### src/rtl/freq_monitor.sv
// freq_monitor: periodic sampling, boxcar averaging and debounced window classification of a count word
module freq_monitor #(
  parameter int CNTR_SIZE     = 10,
  parameter int AVG_LOG2      = 2,
  parameter int SAMPLE_PERIOD = 1024,
  parameter int LIMIT_LO      = 100,
  parameter int LIMIT_HI      = 900,
  parameter int DEBOUNCE      = 3
) (
  input  logic                 clk,
  input  logic                 rst,
  input  logic [CNTR_SIZE-1:0] freq,
  input  logic                 alarm_clr,
  output logic                 sample_tick,
  output logic [CNTR_SIZE-1:0] avg,
  output logic                 avg_valid,
  output logic                 in_range,
  output logic                 too_low,
  output logic                 too_high,
  output logic                 alarm
);
  localparam int DEPTH = 1 << AVG_LOG2;
  localparam int PW    = AVG_LOG2 > 0 ? AVG_LOG2 : 1;
  localparam int SW    = CNTR_SIZE + AVG_LOG2;
  localparam int TW    = $clog2(SAMPLE_PERIOD);
  localparam int CW    = $clog2(DEBOUNCE + 1);
  localparam logic [AVG_LOG2:0] FULL = (AVG_LOG2 + 1)'(DEPTH);
  typedef enum logic [1:0] {INIT, OK, LOW, HIGH} state_t;
  logic [TW-1:0]        timer;
  logic [CNTR_SIZE-1:0] smp [2**PW];
  logic [PW-1:0]        wr_ptr;
  logic [SW-1:0]        sum;
  logic [AVG_LOG2:0]    fill, fill_n;
  logic                 tick_d1, tick_d2, eval, sw;
  state_t               state, cand, cls;
  logic [CW-1:0]        cnt, cnt_inc;
  assign sample_tick = timer == TW'(SAMPLE_PERIOD - 1);
  assign fill_n      = fill == FULL ? fill : fill + (AVG_LOG2 + 1)'(1);
  assign eval        = tick_d2 & avg_valid;
  assign cls         = avg < CNTR_SIZE'(LIMIT_LO) ? LOW : avg > CNTR_SIZE'(LIMIT_HI) ? HIGH : OK;
  assign cnt_inc     = cls == cand ? cnt + CW'(1) : CW'(1);
  assign sw          = eval && cls != state && (state == INIT || cnt_inc >= CW'(DEBOUNCE));
  assign in_range    = state == OK;
  assign too_low     = state == LOW;
  assign too_high    = state == HIGH;
  // free-running sample period timer
  always_ff @(posedge clk)
    if (rst) timer <= '0;
    else timer <= sample_tick ? '0 : timer + TW'(1);
  // circular sample buffer with running sum; the oldest sample leaves as the new one enters
  always_ff @(posedge clk)
    if (rst) begin
      for (int i = 0; i < 2**PW; i++) smp[i] <= '0;
      wr_ptr <= '0;
      sum    <= '0;
    end else if (sample_tick) begin
      smp[wr_ptr] <= freq;
      sum         <= sum + SW'(freq) - SW'(smp[wr_ptr]);
      wr_ptr      <= wr_ptr == PW'(DEPTH - 1) ? '0 : wr_ptr + PW'(1);
    end
  // average one cycle after the sample lands; valid once the buffer has been filled
  always_ff @(posedge clk)
    if (rst) begin
      tick_d1   <= 1'b0;
      tick_d2   <= 1'b0;
      avg       <= '0;
      fill      <= '0;
      avg_valid <= 1'b0;
    end else begin
      tick_d1 <= sample_tick;
      tick_d2 <= tick_d1;
      if (tick_d1) begin
        avg       <= CNTR_SIZE'(sum >> AVG_LOG2);
        fill      <= fill_n;
        avg_valid <= fill_n == FULL;
      end
    end
  // debounced classifier and sticky alarm; entry into LOW/HIGH beats a simultaneous clear
  always_ff @(posedge clk)
    if (rst) begin
      state <= INIT;
      cand  <= INIT;
      cnt   <= '0;
      alarm <= 1'b0;
    end else begin
      alarm <= (sw && cls != OK) || (alarm && !alarm_clr);
      if (eval) begin
        cand  <= cls;
        state <= sw ? cls : state;
        cnt   <= (sw || cls == state) ? '0 : cnt_inc;
      end
    end
endmodule

### config.mk
export PLATFORM = sky130hd
export DESIGN_NAME = freq_monitor
export DESIGN_NICKNAME = d
export VERILOG_FILES = /design/src/rtl/freq_monitor.sv
export SDC_FILE = /design/constraint.sdc
export NUM_CORES = 1
export LEC_CHECK = 0
export CORE_UTILIZATION = 60
export DETAILED_ROUTE_END_ITERATION = 6
export PLACE_DENSITY = 0.92
export SLEW_MARGIN = 20
export SYNTH_ARGS = -nofsm -noshare
export SYNTH_HDL_FRONTEND = slang
export SYNTH_SLANG_ARGS = --single-unit
### constraint.sdc
create_clock -name clk -period 6.9 [get_ports clk]
set_input_delay 1.38 -clock clk [delete_from_list [all_inputs] [get_ports clk]]
set_output_delay 1.38 -clock clk [all_outputs]
set_load 0.02 [all_outputs]
### Word level (Yosys, flattened, before mapping)

Memory sizes are Yosys's and may differ from the RTL's. A register that Yosys moved wholly into a read port is not among the register bits.
Index checks and enable logic that the tools add are counted.

* logic and storage cells: 62
* memories kept: 1
* memory bits (writable): 40
* register bits after elaboration: 47
* bits of input ports: 13
* output and inout port bits: 16

* reductions and logical operators: 12
* bitwise operators: 1
* eq/ne operators: 11
* mux-type cells: 16
* order comparisons: 3
* add/subtract/negate cells: 6

Memories
* smp: depth 4, width 10, rd ports 1, clocked after Yosys merged registers in 1, write ports 4, line 30 `logic [CNTR_SIZE-1:0] smp [2**PW];`

Operators with widths (count)
* two-way mux 2 bit: 8
* adder 12 x 10 -> 12 bit: 1
* subtractor 12 x 10 -> 12 bit: 1
* adder 10 x 1 -> 10 bit (second input constant): 1
* == test 10 bit (second input constant): 1
* > comparator 10 bit (second input constant): 1
* less-than comparator 10 x 7 -> 1 bit (second input constant): 1
* two-way mux 10 bit: 1
* OR reduction 10 bit: 1
* == test 2 bit (second input constant): 3
* == test 3 bit (second input constant): 2
* two-way mux 1 bit: 6
* adder 2 x 1 -> 2 bit (second input constant): 2
* == test 2 bit: 2
* logical AND 1 bit: 4
* adder 3 x 1 -> 3 bit (second input constant): 1
* logical OR 1 bit: 3
* two-way mux 3 bit: 1
* == test 2 x 1 -> 1 bit (second input constant): 1
* greater-or-equal comparator 2 bit (second input constant): 1
* logical NOT 2 bit: 1
* inequality test 2 x 1 -> 1 bit (second input constant): 1
* inequality test 2 bit: 1
* AND reduction 2 bit: 1
* 3 further kinds: 3

### Longest topological paths before layout

Gate-level depths: netlist (run 1).

* depth in word-level cells: 10
* mapped depth: 12
* mapped depth without buffers: 11

### Least setup slack after synthesis (run 1)

No wires, ideal clock.

* path kind: input to register
* start point: input freq[1]
* end point: register sum[11]
* data arrival time: 3681 ps
* path buffers: 0
* setup time: 123 ps
* setup slack: 3096 ps
* cell stages on the path: 10
* data required time: 6777 ps
* cell sequence: inv_1 > fa_1 > inv_1 > ha_1 > a211oi_2 > o21ai_1 > a41o_1 > o31ai_2 > mux2i_1 > mux2_1

* cells in the longest elaborated chain, start to end: 2

RTL lines
* start, declared: line 12 `input logic [CNTR_SIZE-1:0] freq,`
* adder 12 x 10 -> 12 bit: line 58 `sum <= sum + SW'(freq) - SW'(smp[wr_ptr]);`
* subtractor 12 x 10 -> 12 bit: line 58
* end signal, assigned: line 58
* end, declared: line 32 `logic [SW-1:0] sum;`

Every way passes these cells.
A chain may end at the register's enable or synchronous reset.

### Worst setup path in the final report (run 1)

* start point: register timer[0]
* end point: output sample_tick

* cells in the longest elaborated chain, start to end: 1

RTL lines
* start, declared: line 29 `logic [TW-1:0] timer;`
* start signal, assigned: line 49 `else timer <= sample_tick ? '0 : timer + TW'(1);`
* == test 10 bit: line 37 `assign sample_tick = timer == TW'(SAMPLE_PERIOD - 1);`
* end, declared: line 14 `output logic sample_tick,`

Every way passes these cells.

==> flow_summary.ini, run 1 <==
[layout]
area_growth_pct = 11.7
final_cell_count_no_fill = 567
finalNetCount = 502
n_antenna_cell = 0
drive_above_1_share_pct = 9.19

[timing]
drv_slew = 0
tns_ns = 0
fin_crit_sh_pct = 64.7
finalHoldViolations = 0
tightest_slew_ns = 1.07
finClkSkew_ns = 0.00444
rsz0062_at_grt = no
fmax_ghz = 0.224
finalSetupViolations = 0
slew_headroom_pct = 28.0
finalCriticalPeriod_ns = 4.47

[critical_path]
rr_worst_depth = 10
path_class = reg2out
worst_ep_required_time_ns = 5.52
start_kind = register
slowest_delay_ns = 0.72
crit_path_end_kind = primary output
path_buf_inv = 2
crit_arrival_ns = 3.09
crit_chain = ha_1, nand2_1, nor2_2, nand3_1, inv_1, clkdlybuf4s50_1
crit_path_top_delay_cell = nand3_1
path_delay_family = buffers and inverters
r2r-end = sum[11]
crit_fanout = 20
regToRegSetupSlack_ns = 2.95

[synth]
synth_most_common_cell = dfxtp_1
synth_common_cells = dfxtp_1 (49), inv_1 (45), edfxtp_1 (40)
yosysWarnings = 0
synth-seq-cells = 89
synthCells = 442
yosysSeqAreaShare_pct = 47.5
synth_top_area_cell = edfxtp_1
async_flop_share_pct = 0
synth_area_um2 = 4590
synth_nets = 481
ys_dominant_reg_cell = dfxtp_1
ys_top_cells_by_area = edfxtp_1 (26%), dfxtp_1 (21%), mux4_2 (4.9%)
yosysTopAreaCellShare_pct = 26.1
synth_area_per_cell_um2 = 10.4
synth_edf_count = 40
synth_cell_types = 60

[power]
p_leak_uw = 0.00200
ir_drop_mv = 0.103
powerDensity_nw_per_um2 = 191
total_power_uw = 980

[drt]
wire_per_inst_um = 16.1
via_per_inst = 5.76
final_antenna_net_count = 0
first_pass_iters = 5
vias = 3268
drt_iter0_drc = 280
finalWirelength_mm = 9.15
drc = 0

[clock_tree]
post_cts_resized = 0
cts_buffers = 9
cts_sinks = 89
cts_root_buffer = clkbuf_8
post-cts-setup-buffer-count = 0
clock_latency_ns = 0.36
cts_max_path_buffers = 2
path_clk_slew_ns = 0.09
cts_tree = done
hold_buffers = 0
h-tree-depth = 3

[floorplanning]
die_h_um = 89.5
die_x_um = 89.5
design.die.area_um2 = 8010
ios = 29
start_util_pct = 62.7
core_area_um2 = 7330
row_count = 31

[global_routing]
grt_pass1_vias = 3256
grt_start_max_net_pins = 62
grt_overflow = 0
grt_pass1_wl_mm = 15.2
grtUsageTotal_pct = 25.8
antenna_found_initial = 0

[outcome]
outcome = complete, no violations

[placed_design]
place_inst = 551
hpwl_mm = 6.35
place_congestion = 0.877
port-buffer-count = 28

[worst_hold_path]
whs_path_depth = 1
hold_end = cnt[1]
min_from = cnt[1]
hp-class = reg2reg

[run]
max_cap_violations = 0
per-stage QoR:
stage	util, %	hold WS, ns	instance area (µm²)	setup WS [ns]
global placement	67.5	0.439	4950	2.47
finish	70.0	0.458	5130	2.43
detailed placement	67.5	0.451	4950	2.36
global route	70.0	0.491	5130	2.22
CTS	69.9	0.466	5120	2.54
floorplan	-	0.427	4590	3.10
worst max path at each step:
| stage | cells past startpoint | end | startpoint |
|---|---|---|---|
| after global placement | 11 | sum[11] | freq[1] |
| after CTS | 6 | sample_tick | timer[0] |
| final | 6 | sample_tick | timer[0] |
| after global routing | 6 | sample_tick | timer[0] |
| after floorplan | 10 | sum[11] | freq[1] |
| after detailed placement | 11 | sum[11] | freq[1] |
cells by family after synthesis:
group                      count (synthesis)  share of synthesized area [%]
adders and majority gates                 26                           8.71
AOI/OAI and AO/OA                         62                           9.26
DFF                                       89                           47.5
xor gates and xnor gates                  15                           2.86
and+or+nand+nor                          160                           17.9
muxes                                     26                           8.44
buffers and inverters                     64                           5.28
layout make-up:
class,instances,area (µm²)
sequential,89,2180
fill,486,2200
tap,99,124
clock inverter,6,41.3
inverter,45,169
clock buffer,10,138
timing repair buffer,29,283
multi-input combinational,289,2200
flip-flops by register name (all words and copies together) (netlist names), named ones only:
name	cells
smp	40
sum	12
avg	10
timer	10
fill	3
cand	2
cnt	2
state	2
wr_ptr	2
alarm	1
avg_valid	1
tick_d1	1
tick_d2	1
per-layer routing:
layer / global-route usage (%) / wire [µm] / vias to the layer above
li1: - / - / 1574
met1: 31.3 / 3740 / 1579
met2: 43.7 / 4700 / 93
met3: 6.00 / 473 / 22
met4: 11.5 / 239 / 0
met5: 0 / 0 / -
power by group:
group | total (µW) | switching (µW) | internal, µW
clock | 328 | 187 | 141
sequential | 563 | 3.98 | 559
combinational | 88.6 | 51.3 | 37.3
total | 980 | 242 | 738
layout by cell type (no fill, tap or decap), types with 4 or more instances in the layout:
cell,Yosys,routed
ha_1,16,16
mux4_2,10,10
nand2b_1,4,4
clkbuf_8,0,10
clkdlybuf4s50_1,0,27
nor2_1,38,38
nor3_1,14,14
nand3_1,9,9
nand4_1,4,4
fa_1,10,10
o21ai_1,4,4
a21oi_1,21,21
and2_1,33,33
a21o_1,8,8
xnor2_1,7,7
and3_1,5,5
nand2_1,31,31
dfxtp_1,49,49
mux2i_1,14,14
xor2_1,8,8
nor2b_1,4,4
edfxtp_1,40,40
inv_1,45,45
No activity file was read; power rests on OpenSTA's default activity.
==> run 2: changes to the inputs <==
Settings changed: CORE_UTILIZATION 60 to 59, PLACE_DENSITY 0.92 to 0.9.
Clock period 6.9 ns to 4.2 ns, I/O delays scaled along.
==> flow_summary.ini, run 2 (synthesis results as in run 1) <==
[outcome]
outcome = complete, no violations

[timing]
finalSetupViolations = 0
tns_ns = 0
slew_headroom_pct = 47.6
tightest_slew_ns = 0.785
fmax_ghz = 0.275
fin_crit_sh_pct = 86.5
finClkSkew_ns = 0.0113
rsz0062_at_grt = no
finalCriticalPeriod_ns = 3.63
finalHoldViolations = 0
drv_slew = 0
fin_ws_ns = 0.566

[global_routing]
antenna_found_initial = 0
grt_pass1_wl_mm = 15.9
grtUsageTotal_pct = 24.8
grt_start_max_net_pins = 40
grt_pass1_vias = 3392
grt_overflow = 0

[power]
p_leak_uw = 0.00205
powerDensity_nw_per_um2 = 334
ir_drop_mv = 0.196

[critical_path]
path_buf_inv = 3
crit_arrival_ns = 3.88
crit_fanout = 4
path_delay_family = compound AO/OA/AOI/OAI gates
slowest_delay_ns = 0.53
worst_ep_required_time_ns = 4.45
path_class = in2reg
path_common_cell = inv_1
crit_chain = clkdlybuf4s50_1, inv_1, fa_1, inv_1, ha_1, a211oi_2, o21ai_1, a41o_1, o31ai_2, mux2i_1, mux2_1
crit_path_top_delay_cell = clkdlybuf4s50_1
start_kind = input port
crit_path_end_kind = register

[clock_tree]
h-tree-depth = 3
hold_buffers = 0
cts_tree = done
cts_max_path_buffers = 2
post-cts-setup-buffer-count = 0
cts_root_buffer = clkbuf_8
clock_latency_ns = 0.36
cts_buffers = 9
post_cts_resized = 0
cts_sinks = 89
path_clk_slew_ns = 0.08

[floorplanning]
core_area_um2 = 7410
row_count = 31
ios = 29
design.die.area_um2 = 8140
die_x_um = 90.2
die_h_um = 90.2
start_util_pct = 62.0

[run]
max_cap_violations = 0

[placed_design]
place_congestion = 0.867
dpl_worst_slack_ns = 0.229
hpwl_mm = 6.46
port-buffer-count = 28

[drt]
first_pass_iters = 4
wire_per_inst_um = 16.1
drc = 0
vias = 3248
via_per_inst = 5.68
finalWirelength_mm = 9.22
final_antenna_net_count = 0
drt_iter0_drc = 227

[layout]
largest_reg_flops = 40
fill_cells = 512
drive_above_1_share_pct = 9.30
finalNetCount = 507
regMostFlops = smp
mostFrequentLayoutCell = dfxtp_1
n_antenna_cell = 0
area_growth_pct = 13.4
final_cell_mix = dfxtp_1 (49), inv_1 (46), edfxtp_1 (40)
top_regs = smp: 40 flops, sum: 12 flops

[worst_hold_path]
hp-class = reg2reg
==> run 2: cell types whose count changed in the layout (fill, tap and decap cells not counted), sizes merged <==
cell    previous run  this run
clkinv             5         1
buf                2         7
bufinv             0         1
clkbuf            10        13
==> run 2: final timing paths <==
path | startpoint | to | slack [ns] | depth (start not counted)
hold / removal | sum[0] | sum[0] | 0.45 | 2
hold reg to reg | sum[0] | sum[0] | 0.45 | 2
setup / recovery | freq[1] | sum[11] | 0.57 | 11
setup reg to reg | register | sum[11] | 0.63 | 11
==> run 2: per-layer routing <==
| metal | global-route usage (%) | routed length [µm] |
|---|---|---|
| met1 | 29.4 | 3880 |
| met2 | 44.3 | 4840 |
| met3 | 3.55 | 318 |
| met4 | 11.4 | 185 |
| met5 | 0 | 0 |
==> run 2: tightest hold or removal path: cells and delay by family (launching register included) <==
| family | cells | cell delay [ns] |
|---|---|---|
| AOI/OAI and AO/OA | 1 | 0.05 |
| DFF | 1 | 0.32 |
| and+or+nand+nor | 1 | 0.05 |
==> run 2: report_power, final <==
group	switching (µW)	internal [µW]
logic	81.9	60.7
clock network	293	379
registers	6.79	919
==> run 2: final cells by class <==
cell class / instances / area, µm² / share of cell area [%]
clock inverters: 3 / 42.5 / 0.817
clock buffers: 13 / 201 / 3.87
repair buffers: 34 / 320 / 6.15
flip-flops and latches: 89 / 2180 / 41.9
inverters: 45 / 169 / 3.24
well taps: 99 / 124 / 2.38
multi-input cells: 289 / 2170 / 41.7
==> run 2: per-stage QoR <==
step / cells / total power, µW / instance area, µm² / util, % / hold slack (ns)
global route: 572 / 1800 / 5210 / 70.3 / 0.476
floorplan: 442 / 1050 / 4590 / - / 0.427
CTS: 572 / 1750 / 5210 / 70.3 / 0.458
detailed placement: 556 / 1090 / 4960 / 67.0 / 0.446
finish: 572 / 1740 / 5210 / 70.3 / 0.455
global placement: 556 / 1080 / 4960 / 67.0 / 0.440
==> RTL edit, RTL diff (config.mk and constraints of run 1) <==
Change the parameter `DEBOUNCE` from 3 to 5.
--- a/src/rtl/freq_monitor.sv
+++ b/src/rtl/freq_monitor.sv
@@ -7,3 +7,3 @@
   parameter int LIMIT_HI      = 900,
-  parameter int DEBOUNCE      = 3
+  parameter int DEBOUNCE      = 5
 ) (
Function: same outputs for any inputs over 10 cycles, from zero or initial values and one cycle with rst high; that may be too few to reach the edited logic, so the function may still have changed.
==> RTL edit against run 1 <==
Count of clock-buffer cells in the layout grew 4; design area grew 2.3%; via count grew 4.8%; synthesized area grew 1.9%; core utilization grew 0.89 points; total power grew 7.6%; synthesized cell count is the same; largest power group unchanged; wire length grew 9.4%; sequential cell count grew 1; worst setup slack gained 0.19 ns.
==> RTL edit: results <==
{
  "status": "complete, no violations",
  "grt_use_total": 0.269,
  "via_per_inst": 6.02,
  "critPathArrivalTime_ns": 4.53,
  "worstSetupEndpoint": "sum[11]$_SDFFE_PP0P_",
  "drt_iter0_drc": 282,
  "cp_max_fo": 4,
  "grt_pass1_vias": 3608,
  "wl_met3_microns": 549,
  "clkPwrFrac": 0.370,
  "syn-num-nets": 482,
  "hold_depth": 2,
  "synth_compound_area_frac": 0.0936,
  "ir_worst_vdd_mv": 0.104,
  "dp.cells": 553,
  "muxShareOfSynthArea": 0.0856,
  "gr-usage-met1": 0.314,
  "synth_top_area_frac": 0.257,
  "max-slew-margin-rel": 0.360,
  "cp_top_family": "compound AO/OA/AOI/OAI gates",
  "grt_pass1_wl_microns": 17200,
  "synthDistinctLibCells": 54,
  "synthAdderAreaFrac": 0.0882,
  "drive_gt1_frac": 0.102,
  "routed_wirelength_microns": 10000
}
## RTL edit: changes by cell type after synthesis, sizes merged, moves of 3 or more
cell and delta:
a21o -5, inv +3, nand2 -6, nand2b -3, nand3 +3, nor2 -4
nor3 +6, or3 +3
## RTL edit: final cells by class
class	instances	area, sq um	area share
clock buffer	14	216	0.0412
clock inverter	2	12.5	0.00238
inverter	48	180	0.0343
multi-input combinational	285	2220	0.423
sequential	90	2200	0.419
tap	99	124	0.0236
timing repair buffer	31	298	0.0567
## RTL edit: through the flow
stage          hold slack (ns)  power, mW  setup slack (ns)  area [sq um]
3_3_place_gp             0.443      0.662              2.55          5020
3_5_place_dp             0.450      0.669              2.41          5020
2_1_floorplan            0.429      0.642              3.19          4680
6_report                 0.462       1.05              2.62          5250
4_1_cts                  0.461       1.06              2.70          5250
5_1_grt                  0.480       1.09              2.51          5250
